--- src/rtl/bus_sram_responder.sv ---
// CPU request/ready responder for an asynchronous 16-bit SRAM: two half-word cycles per 32-bit access.
// Define SRAM_READ_BUFFER_EN to add a one-word read buffer that answers repeated reads without an SRAM cycle.
module bus_sram_responder #(
  parameter int SRAM_AW     = 20,
  parameter int WAIT_CYCLES = 1
) (
  input  logic               i_clock,
  input  logic               i_reset,
  input  logic               i_request,
  input  logic               i_rw,
  input  logic [31:0]        i_address,
  input  logic [31:0]        i_wdata,
  output logic [31:0]        o_rdata,
  output logic               o_ready,
  output logic [SRAM_AW-1:0] o_sram_a,
  output logic [15:0]        o_sram_d,
  output logic               o_sram_d_oe,
  input  logic [15:0]        i_sram_d,
  output logic               o_sram_ce_n,
  output logic               o_sram_oe_n,
  output logic               o_sram_we_n
);

  localparam logic [2:0] S_IDLE    = 3'd0;
  localparam logic [2:0] S_RD_LO   = 3'd1;
  localparam logic [2:0] S_RD_HI   = 3'd2;
  localparam logic [2:0] S_WR_LO   = 3'd3;
  localparam logic [2:0] S_WR_HI   = 3'd4;
  localparam logic [2:0] S_ACK     = 3'd5;
  localparam logic [2:0] S_RELEASE = 3'd6;

  localparam logic [3:0] WAIT_RELOAD = 4'(WAIT_CYCLES);

  logic [2:0]         state;
  logic [3:0]         wait_cnt;
  logic               wr_recover;
  logic               lat_rw;
  logic [SRAM_AW-2:0] lat_word;
  logic [31:0]        lat_wdata;
  logic [31:0]        rd_data;

  logic [SRAM_AW-2:0] req_word;
  logic               wait_done;
  logic               buf_hit;
  logic [31:0]        buf_data;

  assign req_word  = i_address[SRAM_AW:2];
  assign wait_done = (wait_cnt == 4'd0);

  // Byte-lane bits and bits above the SRAM window do not select anything.
  logic unused_addr_bits;
  assign unused_addr_bits = ^{i_address[31:SRAM_AW+1], i_address[1:0]};

`ifdef SRAM_READ_BUFFER_EN
  logic               buf_valid;
  logic [SRAM_AW-2:0] buf_tag;

  assign buf_hit = buf_valid && (buf_tag == req_word);

  // Filled by every completed read; kept coherent by write-through on a tag match.
  always_ff @(posedge i_clock or posedge i_reset) begin
    if (i_reset) begin
      buf_valid <= 1'b0;
      buf_tag   <= '0;
      buf_data  <= '0;
    end else if (state == S_ACK) begin
      if (!lat_rw) begin
        buf_valid <= 1'b1;
        buf_tag   <= lat_word;
        buf_data  <= rd_data;
      end else if (buf_valid && (buf_tag == lat_word)) begin
        buf_data  <= lat_wdata;
      end
    end
  end
`else
  assign buf_hit  = 1'b0;
  assign buf_data = '0;
`endif

  // Every pad output is a flop loaded with the value for the state being entered,
  // so the asynchronous reset releases the strobes the moment it is asserted.
  always_ff @(posedge i_clock or posedge i_reset) begin
    if (i_reset) begin
      state       <= S_IDLE;
      wait_cnt    <= '0;
      wr_recover  <= 1'b0;
      lat_rw      <= 1'b0;
      lat_word    <= '0;
      lat_wdata   <= '0;
      rd_data     <= '0;
      o_rdata     <= '0;
      o_ready     <= 1'b0;
      o_sram_a    <= '0;
      o_sram_d    <= '0;
      o_sram_d_oe <= 1'b0;
      o_sram_ce_n <= 1'b1;
      o_sram_oe_n <= 1'b1;
      o_sram_we_n <= 1'b1;
    end else begin
      // NOTE: non-blocking assignments here so every flop samples pre-edge values;
      // blocking ones would let later statements see this edge's updates.
      o_ready <= 1'b0;
      case (state)
        S_IDLE: begin
          if (i_request) begin
            lat_rw    <= i_rw;
            lat_word  <= req_word;
            lat_wdata <= i_wdata;
            if (!i_rw && buf_hit) begin
              rd_data <= buf_data;
              state   <= S_ACK;
            end else if (!i_rw) begin
              state       <= S_RD_LO;
              wait_cnt    <= WAIT_RELOAD;
              o_sram_a    <= {req_word, 1'b0};
              o_sram_ce_n <= 1'b0;
              o_sram_oe_n <= 1'b0;
            end else begin
              state       <= S_WR_LO;
              wait_cnt    <= WAIT_RELOAD;
              wr_recover  <= 1'b0;
              o_sram_a    <= {req_word, 1'b0};
              o_sram_d    <= i_wdata[15:0];
              o_sram_d_oe <= 1'b1;
              o_sram_ce_n <= 1'b0;
              o_sram_we_n <= 1'b0;
            end
          end
        end

        S_RD_LO: begin
          if (wait_done) begin
            rd_data[15:0] <= i_sram_d;
            state         <= S_RD_HI;
            wait_cnt      <= WAIT_RELOAD;
            o_sram_a      <= {lat_word, 1'b1};
          end else begin
            wait_cnt <= wait_cnt - 4'd1;
          end
        end

        S_RD_HI: begin
          if (wait_done) begin
            rd_data[31:16] <= i_sram_d;
            state          <= S_ACK;
            o_sram_ce_n    <= 1'b1;
            o_sram_oe_n    <= 1'b1;
          end else begin
            wait_cnt <= wait_cnt - 4'd1;
          end
        end

        // Strobe phase, then one recovery cycle with we_n high while address and data hold.
        S_WR_LO: begin
          if (wr_recover) begin
            state       <= S_WR_HI;
            wait_cnt    <= WAIT_RELOAD;
            wr_recover  <= 1'b0;
            o_sram_a    <= {lat_word, 1'b1};
            o_sram_d    <= lat_wdata[31:16];
            o_sram_we_n <= 1'b0;
          end else if (wait_done) begin
            wr_recover  <= 1'b1;
            o_sram_we_n <= 1'b1;
          end else begin
            wait_cnt <= wait_cnt - 4'd1;
          end
        end

        S_WR_HI: begin
          if (wr_recover) begin
            state       <= S_ACK;
            wr_recover  <= 1'b0;
            o_sram_d_oe <= 1'b0;
            o_sram_ce_n <= 1'b1;
          end else if (wait_done) begin
            wr_recover  <= 1'b1;
            o_sram_we_n <= 1'b1;
          end else begin
            wait_cnt <= wait_cnt - 4'd1;
          end
        end

        S_ACK: begin
          o_ready <= 1'b1;
          if (!lat_rw) o_rdata <= rd_data;
          state <= S_RELEASE;
        end

        // The initiator drops request only after seeing ready; wait for that so one request yields one pulse.
        S_RELEASE: begin
          if (!i_request) state <= S_IDLE;
        end

        default: state <= S_IDLE;
      endcase
    end
  end

endmodule
--- config.mk ---
export PLATFORM = sky130hd
export DESIGN_NAME = bus_sram_responder
export DESIGN_NICKNAME = d
export VERILOG_FILES = /design/src/rtl/bus_sram_responder.sv
export SDC_FILE = /design/constraint.sdc
export NUM_CORES = 1
export LEC_CHECK = 0
export ABC_AREA = 1
export ABC_CLOCK_PERIOD_IN_PS = 8670
export BUFFER_PORTS_ARGS = -buffer_cell sky130_fd_sc_hd__buf_4
export CORE_MARGIN = 3
export CORE_UTILIZATION = 30
export DETAILED_ROUTE_END_ITERATION = 8
export PLACE_DENSITY = 0.57
export SYNTH_ARGS = -nofsm -noshare
export SYNTH_HDL_FRONTEND = slang
export SYNTH_SLANG_ARGS = --single-unit
--- constraint.sdc ---
create_clock -name i_clock -period 8.67 [get_ports i_clock]
set_clock_uncertainty 0.2 [all_clocks]
set_input_delay 2.1675 -clock i_clock [delete_from_list [all_inputs] [get_ports i_clock]]
set_output_delay 2.1675 -clock i_clock [all_outputs]
set_load 0.05 [all_outputs]
==> impl_metrics.env <==
export IMPL_avgRoutedWirePerCell_um=13.7
export IMPL_cts_buffers=17
export IMPL_drv_cap=0
export IMPL_initial_core_util_pct=30.7
export IMPL_die_w_um=153
export IMPL_worstPathArrival_ns=1.15
export IMPL_final_nets=998
export IMPL_ctsResizeCount=0
export IMPL_start_kind="flip-flop"
export IMPL_antenna_found_initial=0
export IMPL_critPathBufInv=1
export IMPL_final_cell_mix="nand2_1 (299), buf_4 (146), dfrtp_1 (146), o21ai_0 (119), inv_1 (74)"
export IMPL_dp_hpwl_mm=11.1
export IMPL_synth_fa_ha_area_share_pct=0.386
export IMPL_via_per_inst=4.44
export IMPL_syn_area_sq_um=6490
export IMPL_grt_pass1_wl_mm=27.0
export IMPL_slowest_delay_ns=0.53
export IMPL_cts_buffer_depth=2
export IMPL_cts_max_level=4
export IMPL_yosysUniqueCellTypes=30
export IMPL_synth_top_family_by_area="simple AND/OR/NAND/NOR gates"
export IMPL_grt_setup_unrepaired="false"
export IMPL_vias=5330
export IMPL_drc=0
export IMPL_ys_seq_elements=149
export IMPL_die_h_um=153
export IMPL_period_share_pct=40.6
export IMPL_layout_drive_gt1_share_pct=21.9
export IMPL_layout_min_cycle_time_ns=3.52
export IMPL_dp_slack_ns=4.74
export IMPL_fill_cells=2152
export IMPL_status="completed"
export IMPL_io_pins=157
export IMPL_grt_overflow_total=0
export IMPL_critPathKind="flip-flop to output port"
export IMPL_area_delta_synth_final_pct=28.8
export IMPL_clock_fmax_ghz=0.284
export IMPL_finalWirelength_mm=16.5
export IMPL_vdd_drop_max_mv=0.177
export IMPL_final_hold_violation_count=0
export IMPL_tightestPinTransition_ns=1.20
export IMPL_cp_max_fo=2
export IMPL_p_leak_nw=4.40
export IMPL_synth_xor_area_share_pct=0.270
export IMPL_die_area_sq_um=23400
export IMPL_post_cts_buffers=0
export IMPL_grt_max_degree=94
export IMPL_final_common_cell="nand2_1"
export IMPL_finalSetupTns_ns=0
export IMPL_syn_nets=870
export IMPL_synthMuxAreaShare_pct=0
export IMPL_powerDensity_nw_per_um2=437
export IMPL_avgSynthCellArea_sq_um=8.27
export IMPL_finalSetupViolCount=0
export IMPL_multi_input_area_sq_um=2280
export IMPL_initialDrtViolationCount=290
export IMPL_clock_latency_ns=0.42
export IMPL_finalWorstSetupSlack_ns=5.15
export IMPL_clkTransAtPathRegs_ns=0.06
export IMPL_clock_sinks=149
export IMPL_path_cells="buf_4"
export IMPL_core_area_sq_um=21200
export IMPL_synthSimpleGateAreaFrac_pct=23.9
export IMPL_drt_first_pass_iters=5
export IMPL_endpoint_kind="output port"
export IMPL_drv_slew=0
export IMPL_crit_slowest_cell="dfstp_2"
export IMPL_globalplace_congestion=0.776
export IMPL_required_ns=6.30
export IMPL_maxSlewHeadroom_pct=19.8
export IMPL_cts_hold_buf=0
export IMPL_ys_seq_area_share_pct=57.5
export IMPL_antenna_left=0
export IMPL_crit_family="flip-flops"
export IMPL_synth_warnings=0
export IMPL_hp_class="flip-flop to flip-flop"
export IMPL_grtUsageTotal_pct=14.3
export IMPL_synth_cells=784
export IMPL_cts_tree="yes"
export IMPL_synth_compound_area_share_pct=10.5
export IMPL_regArea_sq_um=3730
export IMPL_port_buffers=143
export IMPL_n_antenna_cell=0
export IMPL_num_rows=53
export IMPL_cts_root_buffer_cell="clkbuf_16"
export IMPL_grt_pass1_vias=5124
[registers in the layout, summed over array words and instances (netlist names)]
register and cells:
o_rdata 32, o_sram_we_n 1, o_sram_d_oe 1, o_sram_ce_n 1
lat_rw 1, lat_wdata 16, o_ready 1, rd_data 32
wr_recover 1, o_sram_oe_n 1, wait_cnt 4, state 3
o_sram_a 20, lat_word 19, o_sram_d 16
[cell families after synthesis]
logic type	after synthesis
compound gates	134
xor+xnor	2
fa+ha+maj	2
buf+inv	117
flops	149
simple gates	380
[routing by layer]
layer	share of wire, %	up-vias	global-route usage [%]
li1	-	2710	-
met1	46	2493	19.1
met2	48	107	23.0
met3	4.7	20	3.48
met4	1.4	0	4.71
met5	0	-	0
[metrics by stage]
step | hold slack (ns) | power [mW] | utilization, % | std cells | instance area, sq um
3_5_place_dp | 0.261 | 2.95 | 36.7 | 1168 | 7760
3_3_place_gp | 0.256 | 2.92 | 36.7 | 1168 | 7760
5_1_grt | 0.293 | 3.93 | 39.5 | 1200 | 8360
6_report | 0.272 | 3.65 | 39.5 | 1200 | 8360
2_1_floorplan | 0.242 | 2.46 | - | 784 | 6490
4_1_cts | 0.276 | 3.70 | 39.5 | 1200 | 8360
[layout make-up]
class | instances | area share [%]
well taps | 275 | 4.12
flip-flops and latches | 149 | 44.7
clock buffers | 19 | 5.30
repair buffers | 146 | 13.1
clock inverters | 13 | 1.77
inverters | 80 | 3.68
multi-input cells | 518 | 27.3
[path summary, 6_finish.rpt]
path,startpoint,endpoint,slack [ns],cells after the start
min,o_rdata[1],o_rdata[1],0.27,2
min reg2reg,o_rdata[1],o_rdata[1],0.27,2
max,o_sram_ce_n,o_sram_ce_n,5.15,1
max reg2reg,state[2],o_sram_a[11],5.63,6
min in group asynchronous,i_reset,o_rdata[19],1.71,2
max in group asynchronous,i_reset,rd_data[20],5.26,3
[worst register-to-register path, delay by kind of cell (launching register included)]
family | cells | cell delay (ns)
and+or+nand+nor | 3 | 0.90
DFF | 1 | 0.54
AOI/OAI and AO/OA | 2 | 1.09
buffers and inverters | 1 | 0.16
[power breakdown]
group	internal, mW	switching, mW
Combinational	0.487	1.21
Clock	0.435	0.307
Sequential	1.03	0.181
Total	1.95	1.70
[synth_stat cells]
library cell,count,area [sq um]
o21ai_0,119,596
clkinv_1,1,3.75
nor2_2,6,37.5
nand4_1,2,12.5
nor2_1,20,75.1
dfstp_2,3,78.8
inv_1,75,282
ha_1,2,25.0
a21oi_1,3,15.0
nand2_4,1,11.3
buf_6,3,33.8
clkbuf_1,24,90.1
a21oi_2,1,8.76
nand2_2,5,31.3
nand3_1,43,215
xnor2_1,1,8.76
nor3_1,1,5.00
xor2_1,1,8.76
nor2_4,1,11.3
or2_2,1,6.26
dfrtp_1,146,3650
inv_2,3,11.3
nor2_8,1,20.0
clkbuf_2,3,15.0
o21ai_2,2,17.5
o21ai_1,9,45.0
inv_4,1,6.26
buf_2,5,25.0
buf_4,2,15.0
nand2_1,299,1120
No activity file was read; power rests on OpenSTA's default activity.
